<file path="src/rtl/midi_pkg.sv">
// Shared constants and types for the MIDI note transmitter.
package midi_pkg;

    localparam logic [3:0] MIDI_NOTE_ON  = 4'h9;
    localparam logic [3:0] MIDI_NOTE_OFF = 4'h8;

    typedef enum logic [1:0] {
        IDLE        = 2'd0,
        SEND_STATUS = 2'd1,
        SEND_D1     = 2'd2,
        SEND_D2     = 2'd3
    } msg_state_t;

    // Captured event: status byte plus the two 7-bit data fields.
    typedef struct packed {
        logic [7:0] status;
        logic [6:0] note;
        logic [6:0] velocity;
    } midi_event_t;

endpackage

</file>
<file path="src/rtl/uart_tx_byte.sv">
// 8N1 byte serializer. A new byte may be started on the cycle done is high,
// which makes consecutive frames abut with no idle time.
module uart_tx_byte #(
    parameter int unsigned CLKS_PER_BIT = 384
) (
    input  logic       clk,
    input  logic       rst_n,
    input  logic       start,
    input  logic [7:0] data,
    output logic       tx,
    output logic       done
);

    localparam int unsigned CNT_W = $clog2(CLKS_PER_BIT);
    localparam logic [CNT_W-1:0] BAUD_LAST = CNT_W'(CLKS_PER_BIT - 1);
    localparam logic [CNT_W-1:0] BAUD_PRE  = CNT_W'(CLKS_PER_BIT - 2);
    localparam logic [3:0]       STOP_IDX  = 4'd9;

    logic             active;
    logic [3:0]       bit_cnt;
    logic [CNT_W-1:0] baud_cnt;
    logic [8:0]       shreg;
    logic             bit_end_c;
    logic             load_c;

    assign bit_end_c = active && (baud_cnt == BAUD_LAST);
    assign load_c    = start && (!active || done);

    // Frame sequencing: start bit on load, then data LSB first, then stop.
    always_ff @(posedge clk or negedge rst_n) begin
        if (!rst_n) begin
            active   <= 1'b0;
            bit_cnt  <= 4'd0;
            baud_cnt <= '0;
            shreg    <= 9'h1FF;
            tx       <= 1'b1;
            done     <= 1'b0;
        end else begin
            // done lands on the final cycle of the stop bit
            done <= active && !load_c && (bit_cnt == STOP_IDX) && (baud_cnt == BAUD_PRE);
            if (load_c) begin
                active   <= 1'b1;
                tx       <= 1'b0;
                shreg    <= {1'b1, data};
                bit_cnt  <= 4'd0;
                baud_cnt <= '0;
            end else if (active) begin
                if (bit_end_c) begin
                    baud_cnt <= '0;
                    if (bit_cnt == STOP_IDX) begin
                        active <= 1'b0;
                        tx     <= 1'b1;
                    end else begin
                        tx      <= shreg[0];
                        shreg   <= {1'b1, shreg[8:1]};
                        bit_cnt <= bit_cnt + 4'd1;
                    end
                end else begin
                    baud_cnt <= baud_cnt + CNT_W'(1);
                end
            end
        end
    end

endmodule

</file>
<file path="src/rtl/midi_note_tx.sv">
// Note-on/off event to MIDI byte stream, with optional running status.
module midi_note_tx
    import midi_pkg::*;
#(
    parameter int unsigned CLK_FREQ_HZ    = 12_000_000,
    parameter int unsigned BAUD_RATE      = 31_250,
    parameter int unsigned RUNNING_STATUS = 1
) (
    input  logic       clk,
    input  logic       rst_n,
    input  logic       ev_valid,
    output logic       ev_ready,
    input  logic       ev_note_on,
    input  logic [3:0] ev_channel,
    input  logic [6:0] ev_note,
    input  logic [6:0] ev_velocity,
    output logic       midi_tx,
    output logic       busy
);

    localparam int unsigned CLKS_PER_BIT = CLK_FREQ_HZ / BAUD_RATE;

    if (CLKS_PER_BIT < 16) begin : g_rate_check
        $fatal(1, "midi_note_tx: CLKS_PER_BIT must be at least 16");
    end

    msg_state_t  state;
    msg_state_t  state_next;
    msg_state_t  tx_state_c;
    midi_event_t ev_q;
    logic [7:0]  last_status;
    logic [7:0]  in_status_c;
    logic        accept_c;
    logic        launch;
    logic        start_c;
    logic [7:0]  data_c;
    logic        status_launch_c;
    logic        byte_done;

    assign accept_c    = ev_valid && ev_ready;
    assign in_status_c = {(ev_note_on ? MIDI_NOTE_ON : MIDI_NOTE_OFF), ev_channel};

    // State register
    always_ff @(posedge clk or negedge rst_n) begin
        if (!rst_n) begin
            state <= IDLE;
        end else begin
            state <= state_next;
        end
    end

    // Next-state logic: one byte per serializer done
    always_comb begin
        state_next = state;
        case (state)
            IDLE: begin
                if (accept_c) begin
                    if ((RUNNING_STATUS != 0) && (in_status_c == last_status)) begin
                        state_next = SEND_D1;
                    end else begin
                        state_next = SEND_STATUS;
                    end
                end
            end
            SEND_STATUS: if (byte_done) state_next = SEND_D1;
            SEND_D1:     if (byte_done) state_next = SEND_D2;
            SEND_D2:     if (byte_done) state_next = IDLE;
            default:     state_next = IDLE;
        endcase
    end

    // Output logic: first byte launches the cycle after accept, later bytes on done
    always_comb begin
        start_c         = 1'b0;
        data_c          = 8'h00;
        status_launch_c = 1'b0;
        tx_state_c      = launch ? state : state_next;
        if (launch || (byte_done && (state_next != IDLE))) begin
            start_c = 1'b1;
        end
        case (tx_state_c)
            SEND_STATUS: data_c = ev_q.status;
            SEND_D1:     data_c = {1'b0, ev_q.note};
            SEND_D2:     data_c = {1'b0, ev_q.velocity};
            default:     data_c = 8'h00;
        endcase
        status_launch_c = start_c && (tx_state_c == SEND_STATUS);
    end

    // Event capture, last-status tracking and handshake outputs
    always_ff @(posedge clk or negedge rst_n) begin
        if (!rst_n) begin
            ev_q        <= '0;
            last_status <= 8'h00;
            launch      <= 1'b0;
            ev_ready    <= 1'b1;
            busy        <= 1'b0;
        end else begin
            launch   <= accept_c;
            ev_ready <= (state_next == IDLE);
            busy     <= (state_next != IDLE);
            if (accept_c) begin
                ev_q.status   <= in_status_c;
                ev_q.note     <= ev_note;
                ev_q.velocity <= ev_velocity;
            end
            if (status_launch_c) begin
                last_status <= ev_q.status;
            end
        end
    end

    uart_tx_byte #(
        .CLKS_PER_BIT(CLKS_PER_BIT)
    ) u_uart (
        .clk  (clk),
        .rst_n(rst_n),
        .start(start_c),
        .data (data_c),
        .tx   (midi_tx),
        .done (byte_done)
    );

endmodule
</file>
<file path="config.mk">
export PLATFORM = sky130hd
export DESIGN_NAME = midi_note_tx
export DESIGN_NICKNAME = d
export VERILOG_FILES = /design/src/rtl/midi_pkg.sv /design/src/rtl/uart_tx_byte.sv /design/src/rtl/midi_note_tx.sv
export SDC_FILE = /design/constraint.sdc
export NUM_CORES = 1
export LEC_CHECK = 0
export ABC_AREA = 1
export ABC_CLOCK_PERIOD_IN_PS = 2250
export CORE_MARGIN = 2
export CORE_UTILIZATION = 63
export DETAILED_ROUTE_END_ITERATION = 10
export DONT_BUFFER_PORTS = 1
export GPL_ROUTABILITY_DRIVEN = 0
export GPL_TIMING_DRIVEN = 0
export PLACE_DENSITY = 0.77
export RECOVER_POWER = 100
export SYNTH_ARGS = -nofsm -noshare
export SYNTH_HDL_FRONTEND = slang
export SYNTH_SLANG_ARGS = --single-unit
</file>
<file path="constraint.sdc">
create_clock -name clk -period 2.25 [get_ports clk]
set_clock_uncertainty 0.05 [all_clocks]
set_input_delay 0.45 -clock clk [delete_from_list [all_inputs] [get_ports clk]]
set_output_delay 0.45 -clock clk [all_outputs]
set_load 0.03 [all_outputs]
</file>
==> reports/results.ini, run 1 <==
[setup_path]
end_kind=flop
worstPathArrival_ns=2.20
crit_path_start_kind=flop
crit_fanout=9
cp.required_ns=2.41
worst_r2r_startpoint=ev_ready
crit_type=reg -> reg
timing.critical_path.from=ev_ready

[global_route]
largest_net_degree_at_the_start_of_global_routing=56
grt_pass1_wl_mm=10.1
grt_use_total=0.250
antenna_found_initial=0
number_of_global_route_vias_before_repair=2149
grt-ovfl-total=0

[finish]
final_nets=401
final_layout_size_suffix_gt1_frac=0.112
cell_count_final_fillers_out=428
synthToLayoutAreaGrowth_pct=6.32
diodes=0
finish.utilization=0.697
finish.instance_area_um2=3050

[routing]
drc=0
met3_wirelength_um=192
wl_per_cell_um=13.2
detail_route.iter0.violations=241
wl_met2_mm=2.57
avgViaCountPerCell=5.36
via_count=2292
drt-total-wl_mm=5.63
drtPass1Iterations=4
route.layer.met1.wl_mm=2.81
ant_nets=0
top_layer=met4

[synthesis]
synth_top_area_cell=sky130_fd_sc_hd__dfrtp_1
mean_post_synth_cell_area_um2=7.85
synth_top_cells_by_area=sky130_fd_sc_hd__dfrtp_1, sky130_fd_sc_hd__nand2_1, sky130_fd_sc_hd__dfstp_2
synth_enable_flop_cells=0
sequential_share_of_the_synthesized_area=0.483
dominant_synthesized_flop_cell=sky130_fd_sc_hd__dfrtp_1
yosys_register_bits=55
post_synth_instance_area_um2=2870
synth_largest_type_area_fraction=0.392
async_reset_ff_frac=1.00
synth_cells=366
yosys.cell_types.count=31
synth_warnings=0
synth_fp_nets=392

[timing]
worst_slew_margin_rel=0.111
finalHoldViolCount=0
setup_slack_ns=0.202
layout_min_cycle_time_ns=2.05
unrepaired_setup_endpoints_after_global_routing=false
finalSetupViolCount=0
min_period_over_period=0.910
final.setup.tns_ns=0
fin_hold_ws_ns=0.193
max_slew.worst_pin.slew_ns=1.33
maxSlewViolCount=0
fmax_mhz=488

[clocking]
postCtsSetupBuffers=0
tritoncts=done
cts_root_buffer=sky130_fd_sc_hd__clkbuf_8
ctsLongestPathBuffers=2
cts_htree_levels=2
cts_made_buffers=5
clk_latency_ns=0.31
clk_pin_slew_worst_paths_ns=0.10
numClockSinks=55

[floorplanning]
die_width_um=71.5
fp.coreArea_um2=4380
pin_count=25
initial_core_util=0.655
die_area_um2=5120
rows=24
floorplan.die.height_um=71.5

[place]
dpl_cell_area_um2=2940
io_buf_count=0
dp_worst_setup_slack_ns=-0.00593
post-dp-hpwl_mm=3.91
numPlacedInstances=418

[hold_path]
hold_path_startpoint=ev_note[4]
hold_path.class=in -> reg

[power_and_ir_drop]
power.share.sequential=0.620
max-vdd-ir-drop_v=0.000397
power_switching_share=0.221
p_comb_frac=0.020
power_per_cell_area_nw_per_um2=522
power.total_mw=1.59
leakagePower_nw=1.59
power_frac_clock=0.359
internal_power_mw=1.24
power.switching_uw=352

[flow_run]
max_cap_violations=0

[outcome]
status=finished, final reports clean

==> worst max-delay path: stages (launching register included) <==
cell and delay [ns]:
sky130_fd_sc_hd__dfstp_2 0.66, sky130_fd_sc_hd__nand2_4 0.13, sky130_fd_sc_hd__nor2_2 0.14, sky130_fd_sc_hd__nand2_1 0.08
sky130_fd_sc_hd__nand2_1 0.17, sky130_fd_sc_hd__o21ai_4 0.09, sky130_fd_sc_hd__nand2_4 0.15, sky130_fd_sc_hd__nand2_8 0.10
sky130_fd_sc_hd__o21ai_4 0.15, sky130_fd_sc_hd__inv_4 0.08, sky130_fd_sc_hd__nand2_1 0.08, sky130_fd_sc_hd__nand2_1 0.06
==> cells in the final DEF (no fill, tap or decap), types with 3 or more instances in the layout <==
cell type and n:
sky130_fd_sc_hd__buf_6 3, sky130_fd_sc_hd__clkbuf_1 3, sky130_fd_sc_hd__clkbuf_8 6, sky130_fd_sc_hd__dfrtp_1 45, sky130_fd_sc_hd__dfstp_2 9, sky130_fd_sc_hd__ha_1 4
sky130_fd_sc_hd__inv_1 33, sky130_fd_sc_hd__nand2_1 144, sky130_fd_sc_hd__nand2_2 3, sky130_fd_sc_hd__nand3_1 46, sky130_fd_sc_hd__nand4_1 7, sky130_fd_sc_hd__nor2_1 18
sky130_fd_sc_hd__nor2_2 4, sky130_fd_sc_hd__nor3_1 3, sky130_fd_sc_hd__o211ai_1 5, sky130_fd_sc_hd__o21ai_0 11, sky130_fd_sc_hd__xor2_1 8
==> worst paths after layout <==
kind	end	slack, ns	cells after the start
setup reg to reg	u_uart.bit_cnt[3]	0.20	11
hold reg to reg	u_uart.shreg[6]	0.42	2
min in group asynchronous	ev_q[17]	0.95	2
hold / removal	ev_q[11]	0.19	2
max in group asynchronous	ev_q[2]	0.39	2
setup / recovery	u_uart.bit_cnt[3]	0.20	11
==> power by group through the flow <==
stage	clock network, mW	logic [mW]	registers [mW]
6_report	0.573	0.0322	0.989
5_1_grt	0.610	0.0390	0.989
4_1_cts	0.580	0.0387	0.989
3_5_place_dp	0	0.0115	1.01
3_3_place_gp	0	0.0113	1.01
2_1_floorplan	0	0.00959	1.01
==> layout make-up <==
cell class / count / area (um2)
clock buffers: 6 / 82.6
inverters: 36 / 138
multi-input cells: 267 / 1300
plain buffers: 8 / 57.6
repair buffers: 2 / 15.0
fillers: 376 / 1330
flip-flops and latches: 55 / 1390
well taps: 52 / 65.1
clock inverters: 2 / 11.3
==> kinds of logic after synthesis <==
logic type,Yosys count,share of synthesized area
XOR/XNOR,8,0.0244
adder cells (fa/ha/maj),4,0.0174
AO/OA/AOI/OAI,22,0.0523
buffers and inverters,44,0.0679
flip-flops,55,0.483
AND/OR/NAND/NOR,233,0.355
==> routing by layer <==
| layer | global-route usage | up-vias |
|---|---|---|
| li1 | - | 1175 |
| met1 | 0.386 | 1068 |
| met2 | 0.367 | 42 |
| met3 | 0.0380 | 7 |
| met4 | 0.0776 | 0 |
| met5 | 0 | - |
==> sequential cells by signal, indices dropped and copies added, names as in the netlist <==
register / count
busy: 1
u_uart.shreg: 8
ev_ready: 1
u_uart.tx: 1
state: 2
launch: 1
u_uart.active: 1
u_uart.bit_cnt: 4
ev_q: 20
u_uart.done: 1
u_uart.baud_cnt: 9
last_status: 6
==> Yosys cell counts, types with 2 or more instances <==
| cell type | number |
|---|---|
| sky130_fd_sc_hd__o21ai_4 | 2 |
| sky130_fd_sc_hd__clkbuf_1 | 2 |
| sky130_fd_sc_hd__nand2_1 | 145 |
| sky130_fd_sc_hd__nor2_2 | 4 |
| sky130_fd_sc_hd__inv_2 | 2 |
| sky130_fd_sc_hd__a21oi_1 | 2 |
| sky130_fd_sc_hd__dfrtp_1 | 45 |
| sky130_fd_sc_hd__nand2_2 | 3 |
| sky130_fd_sc_hd__dfstp_2 | 10 |
| sky130_fd_sc_hd__nor3_1 | 3 |
| sky130_fd_sc_hd__buf_6 | 3 |
| sky130_fd_sc_hd__o211ai_1 | 5 |
| sky130_fd_sc_hd__inv_1 | 33 |
| sky130_fd_sc_hd__xor2_1 | 8 |
| sky130_fd_sc_hd__nand3_1 | 46 |
| sky130_fd_sc_hd__or2_2 | 2 |
| sky130_fd_sc_hd__nor2_1 | 18 |
| sky130_fd_sc_hd__o21ai_0 | 11 |
| sky130_fd_sc_hd__ha_1 | 4 |
| sky130_fd_sc_hd__nand4_1 | 7 |
==> what timing repair did <==
item	4_1_cts	5_1_grt
endpoints found under the setup margin	2	7
hold buffers	2	0
resized for setup	1	2
gates cloned	0	0
endpoints found under the hold margin	55	0
No activity file was read; power rests on OpenSTA's default activity.
==> run 2, diff against run 1 <==
--- a/config.mk
+++ b/config.mk
@@ -6,14 +6,14 @@
 export NUM_CORES = 1
 export LEC_CHECK = 0
 export ABC_AREA = 1
-export ABC_CLOCK_PERIOD_IN_PS = 2250
+export ABC_CLOCK_PERIOD_IN_PS = 1680
 export CORE_MARGIN = 2
-export CORE_UTILIZATION = 63
+export CORE_UTILIZATION = 57
 export DETAILED_ROUTE_END_ITERATION = 10
 export DONT_BUFFER_PORTS = 1
 export GPL_ROUTABILITY_DRIVEN = 0
 export GPL_TIMING_DRIVEN = 0
-export PLACE_DENSITY = 0.77
+export PLACE_DENSITY = 0.73
 export RECOVER_POWER = 100
 export SYNTH_ARGS = -nofsm -noshare
 export SYNTH_HDL_FRONTEND = slang
==> constraint.sdc (replaced) <==
create_clock -name clk -period 1.68 [get_ports clk]
set_clock_uncertainty 0.05 [all_clocks]
set_input_delay 0.336 -clock clk [delete_from_list [all_inputs] [get_ports clk]]
set_output_delay 0.336 -clock clk [all_outputs]
set_load 0.03 [all_outputs]
==> reports/results.ini, run 2 (synthesized netlist as in run 1, its figures left out) <==
[floorplanning]
die_area_um2=5620
rows=25
floorplan.die.height_um=75.0
pin_count=25
fp.coreArea_um2=4790
die_width_um=75.0
initial_core_util=0.600

[power_and_ir_drop]
max-vdd-ir-drop_v=0.000511
power_per_cell_area_nw_per_um2=631
leakagePower_nw=1.78
power.total_mw=2.26

[clocking]
cts_made_buffers=5
numClockSinks=55
clk_latency_ns=0.31
cts_root_buffer=sky130_fd_sc_hd__clkbuf_8
cts_htree_levels=2
tritoncts=done
clk_pin_slew_worst_paths_ns=0.10
ctsLongestPathBuffers=2

[place]
numPlacedInstances=433
io_buf_count=0
post-dp-hpwl_mm=4.00

[finish]
final_layout_size_suffix_gt1_frac=0.278
cell_count_final_fillers_out=466
diodes=0
largest_register_ffs=20
final_nets=424
registers.top_by_ff_count=ev_q
most_common_library_cell_in_the_layout_ignoring_fill_and_taps=sky130_fd_sc_hd__nand2_1
final_cell_mix=sky130_fd_sc_hd__nand2_1, sky130_fd_sc_hd__dfrtp_1, sky130_fd_sc_hd__inv_1
reg.largest.list=ev_q (20), u_uart.baud_cnt (9), u_uart.shreg (8)
synthToLayoutAreaGrowth_pct=24.6

[setup_path]
crit_path_start_kind=flop
crit_type=reg -> reg
rr_endpoint=last_status[2]
end_kind=flop
cp.required_ns=1.89
crit_fanout=7
setup.worst_path.end=last_status[2]
worst_r2r_startpoint=last_status[3]
reg2reg_setup_slack_ns=-0.28
timing.critical_path.from=last_status[3]
worstPathArrival_ns=2.17
rr_worst_depth=14

[flow_run]
max_cap_violations=0

[outcome]
violations=negative setup slack
status=finished with violations

[global_route]
grt-ovfl-total=0
number_of_global_route_vias_before_repair=2392
grt_use_total=0.269
antenna_found_initial=0
grt_pass1_wl_mm=11.4
largest_net_degree_at_the_start_of_global_routing=56

[timing]
final.setup.tns_ns=-7.55
worst_slew_margin_rel=0.494
maxSlewViolCount=0
setup_slack_ns=-0.281
fmax_mhz=510
layout_min_cycle_time_ns=1.96
finalSetupViolCount=30
unrepaired_setup_endpoints_after_global_routing=true
finalHoldViolCount=0
max_slew.worst_pin.slew_ns=0.759
fin_hold_ws_ns=0.0787
min_period_over_period=1.17

[routing]
via_count=2487
avgViaCountPerCell=5.34
drtPass1Iterations=4
detail_route.iter0.violations=151
drt-total-wl_mm=6.95
ant_nets=0
wl_per_cell_um=14.9
drc=0

[hold_path]
whs_path_depth=2
hold_path.class=in -> reg

run 2: changes by cell type in the layout (fill, tap and decap cells not counted), sizes merged:
cell	change
clkinvlp	-1
clkbuf	-2
clkinv	+1
buf	+22
bufinv	+1
nand2	+1
o21ai	+1
run 2: cell type report:
cell class	instances	area, um2
well taps	67	83.8
clock buffers	5	68.8
clock inverters	3	43.8
inverters	36	138
flip-flops and latches	55	1390
fillers	355	1210
repair buffers	23	221
multi-input cells	269	1570
plain buffers	8	66.3
run 2: worst min-delay path by stage:
stage / from / end / slack (ns)
2_1_floorplan: rst_n / busy / -0.01
3_3_place_gp: rst_n / ev_q[18] / -0.008
3_5_place_dp: rst_n / ev_q[18] / -0.008
4_1_cts: ev_note[1] / ev_q[8] / 0.07
5_1_grt: ev_note[3] / ev_q[10] / 0.06
6_report: ev_note[0] / ev_q[7] / 0.08
run 2: per-layer routing:
metal  share of wire  GRT usage  vias up
met4           0.012     0.0675        0
met3           0.043     0.0482       11
met1            0.46      0.378     1191
li1                -          -     1230
met5               0          0        -
met2            0.49      0.436       55
run 2: through the flow:
step                      instance area (um2)  worst slack [ns]   util
final                                    3580            -0.281  0.748
after CTS                                3530            -0.146  0.737
after global placement                   2990            -0.326  0.625
after detailed placement                 2990            -0.343  0.625
after floorplan                          2910           -0.0581      -
after global routing                     3580            -0.430  0.748
run 2: where the power goes:
group	leakage, nW	internal (mW)	switching (mW)
combinational	1.03	0.00952	0.0391
clock	0.0581	0.445	0.441
sequential	0.692	1.32	0
total	1.78	1.78	0.480
run 2: worst max-delay path, stage by stage (launching register included):
cell and delay [ns]:
sky130_fd_sc_hd__dfrtp_1 0.40, sky130_fd_sc_hd__inv_1 0.05, sky130_fd_sc_hd__nand2_1 0.10, sky130_fd_sc_hd__nand2_2 0.08
sky130_fd_sc_hd__nor2_4 0.12, sky130_fd_sc_hd__nand3_2 0.10, sky130_fd_sc_hd__nand2_4 0.11, sky130_fd_sc_hd__nand2_4 0.07
sky130_fd_sc_hd__o21ai_4 0.21, sky130_fd_sc_hd__nand2_4 0.13, sky130_fd_sc_hd__buf_6 0.16, sky130_fd_sc_hd__buf_6 0.12
sky130_fd_sc_hd__nand2_8 0.07, sky130_fd_sc_hd__nand2_1 0.08, sky130_fd_sc_hd__nand2_1 0.07
run 2: what timing repair did:
item,CTS,global route
gates resized for setup,49,19
pin swaps,22,20
hold buffers,2,0
setup buffers,16,1
hold endpoints to repair,55,0
setup endpoints to repair,30,30
gates cloned,6,0
==> run 3, diff against run 2 <==
--- a/config.mk
+++ b/config.mk
@@ -8,13 +8,14 @@
 export ABC_AREA = 1
 export ABC_CLOCK_PERIOD_IN_PS = 1680
 export CORE_MARGIN = 2
-export CORE_UTILIZATION = 57
+export CORE_UTILIZATION = 30
 export DETAILED_ROUTE_END_ITERATION = 10
 export DONT_BUFFER_PORTS = 1
 export GPL_ROUTABILITY_DRIVEN = 0
 export GPL_TIMING_DRIVEN = 0
-export PLACE_DENSITY = 0.73
+export PLACE_DENSITY = 0.43
 export RECOVER_POWER = 100
 export SYNTH_ARGS = -nofsm -noshare
 export SYNTH_HDL_FRONTEND = slang
 export SYNTH_SLANG_ARGS = --single-unit
+export TNS_END_PERCENT = 5
==> reports/results.ini, run 3 (synthesized netlist as in run 1, its figures left out) <==
[finish]
synthToLayoutAreaGrowth_pct=21.8
diodes=0
largest_register_ffs=20
final_cell_mix=sky130_fd_sc_hd__nand2_1, sky130_fd_sc_hd__dfrtp_1, sky130_fd_sc_hd__nand3_1
cell_count_final_fillers_out=530
final_nets=426
final_layout_size_suffix_gt1_frac=0.219
most_common_library_cell_in_the_layout_ignoring_fill_and_taps=sky130_fd_sc_hd__nand2_1
registers.top_by_ff_count=ev_q
reg.largest.list=ev_q (20), u_uart.baud_cnt (9), u_uart.shreg (8)

[routing]
drt-total-wl_mm=6.91
drc=0
ant_nets=0
detail_route.iter0.violations=64
via_count=2352
wl_per_cell_um=13.0
avgViaCountPerCell=4.44
drtPass1Iterations=4

[global_route]
grt-ovfl-total=0
largest_net_degree_at_the_start_of_global_routing=56
grt_pass1_wl_mm=11.7
number_of_global_route_vias_before_repair=2377
antenna_found_initial=0
grt_use_total=0.146

[place]
post-dp-hpwl_mm=4.59
dp_worst_setup_slack_ns=-0.447
numPlacedInstances=495
io_buf_count=0

[clocking]
clk_pin_slew_worst_paths_ns=0.11
clk_latency_ns=0.32
ctsLongestPathBuffers=2
numClockSinks=55
cts_root_buffer=sky130_fd_sc_hd__clkbuf_8
cts_htree_levels=2
tritoncts=done
cts_made_buffers=5

[hold_path]
hold_path.class=in -> reg

[timing]
worst_slew_margin_rel=0.478
setup_slack_ns=-0.220
finalHoldViolCount=0
max_slew.worst_pin.slew_ns=0.783
unrepaired_setup_endpoints_after_global_routing=true
fmax_mhz=526
maxSlewViolCount=0
min_period_over_period=1.13
finalSetupViolCount=31
final.setup.tns_ns=-4.54
layout_min_cycle_time_ns=1.90

[setup_path]
crit_type=reg -> reg
cp.buffers_inverters=2
cpLargestDelayFamily=flip-flops
critPathMaxStageDelay_ns=0.66
crit_path_cell_trace=nand2_4 -> nor2_4 -> nand3_2 -> nand2_4 -> o21ai_4 -> buf_6 -> a21oi_4 -> buf_6 -> nor2_2 -> nand2_1 -> nand2_1
end_kind=flop
slowest_stage_cell_on_the_critical_path=sky130_fd_sc_hd__dfstp_2
worstPathArrival_ns=2.06
crit_fanout=6
cp.required_ns=1.84
crit_path_start_kind=flop

[power_and_ir_drop]
leakagePower_nw=1.75
max-vdd-ir-drop_v=0.000275
power.total_mw=2.18
power_per_cell_area_nw_per_um2=624

[flow_run]
max_cap_violations=0

[floorplanning]
rows=35
floorplan.die.height_um=102
die_area_um2=10400
pin_count=25
initial_core_util=0.309
fp.coreArea_um2=9280
die_width_um=102

[outcome]
violations=negative setup slack
status=finished with violations

run 3: power by group:
| group | internal [mW] | switching, mW |
|---|---|---|
| clock | 0.338 | 0.475 |
| sequential | 1.32 | 0 |
| combinational | 0.00925 | 0.0381 |
run 3: final timing paths:
check	start	endpoint	slack, ns	cells past startpoint
max in group asynchronous	rst_n	u_uart.baud_cnt[1]	0.45	2
min in group asynchronous	rst_n	ev_q[13]	0.60	2
worst min-delay path	ev_note[1]	ev_q[8]	0.07	2
worst min register to register	u_uart.shreg[6]	u_uart.shreg[6]	0.42	2
worst max-delay path	ev_ready	u_uart.bit_cnt[3]	-0.22	11
worst max register to register	ev_ready	u_uart.bit_cnt[3]	-0.22	11
run 3: metrics by stage:
stage / hold WS, ns / cell area (um2) / utilization
2_1_floorplan: -0.00959 / 2880 / -
3_3_place_gp: -0.00853 / 3040 / 0.328
3_5_place_dp: -0.00855 / 3040 / 0.328
4_1_cts: 0.0647 / 3400 / 0.366
5_1_grt: 0.0586 / 3500 / 0.377
6_report: 0.0702 / 3500 / 0.377
run 3: routing by layer:
layer  vias up  global-route usage  wire length (um)
li1       1239                   -                 -
met3         7              0.0253               145
met5         -                   0                 0
met2        23               0.227              3130
met1      1083               0.209              3560
met4         0              0.0400                80
run 3: area by class of cell:
cell class / instances / area [um2]
multi-input combinational: 269 / 1440
clock buffer: 6 / 82.6
timing repair buffer: 25 / 205
buffer: 8 / 68.8
tap: 129 / 161
clock inverter: 2 / 16.3
inverter: 36 / 138
sequential: 55 / 1390
fill: 1022 / 5780
run 3: what timing repair did:
action                                 CTS  global route
cloned                                   2             0
setup endpoints to repair               36            33
buffers inserted                        13            10
endpoints found under the hold margin   55             0
resized for setup                       29            11
hold buffers                             2             0
pin swaps                               16            11
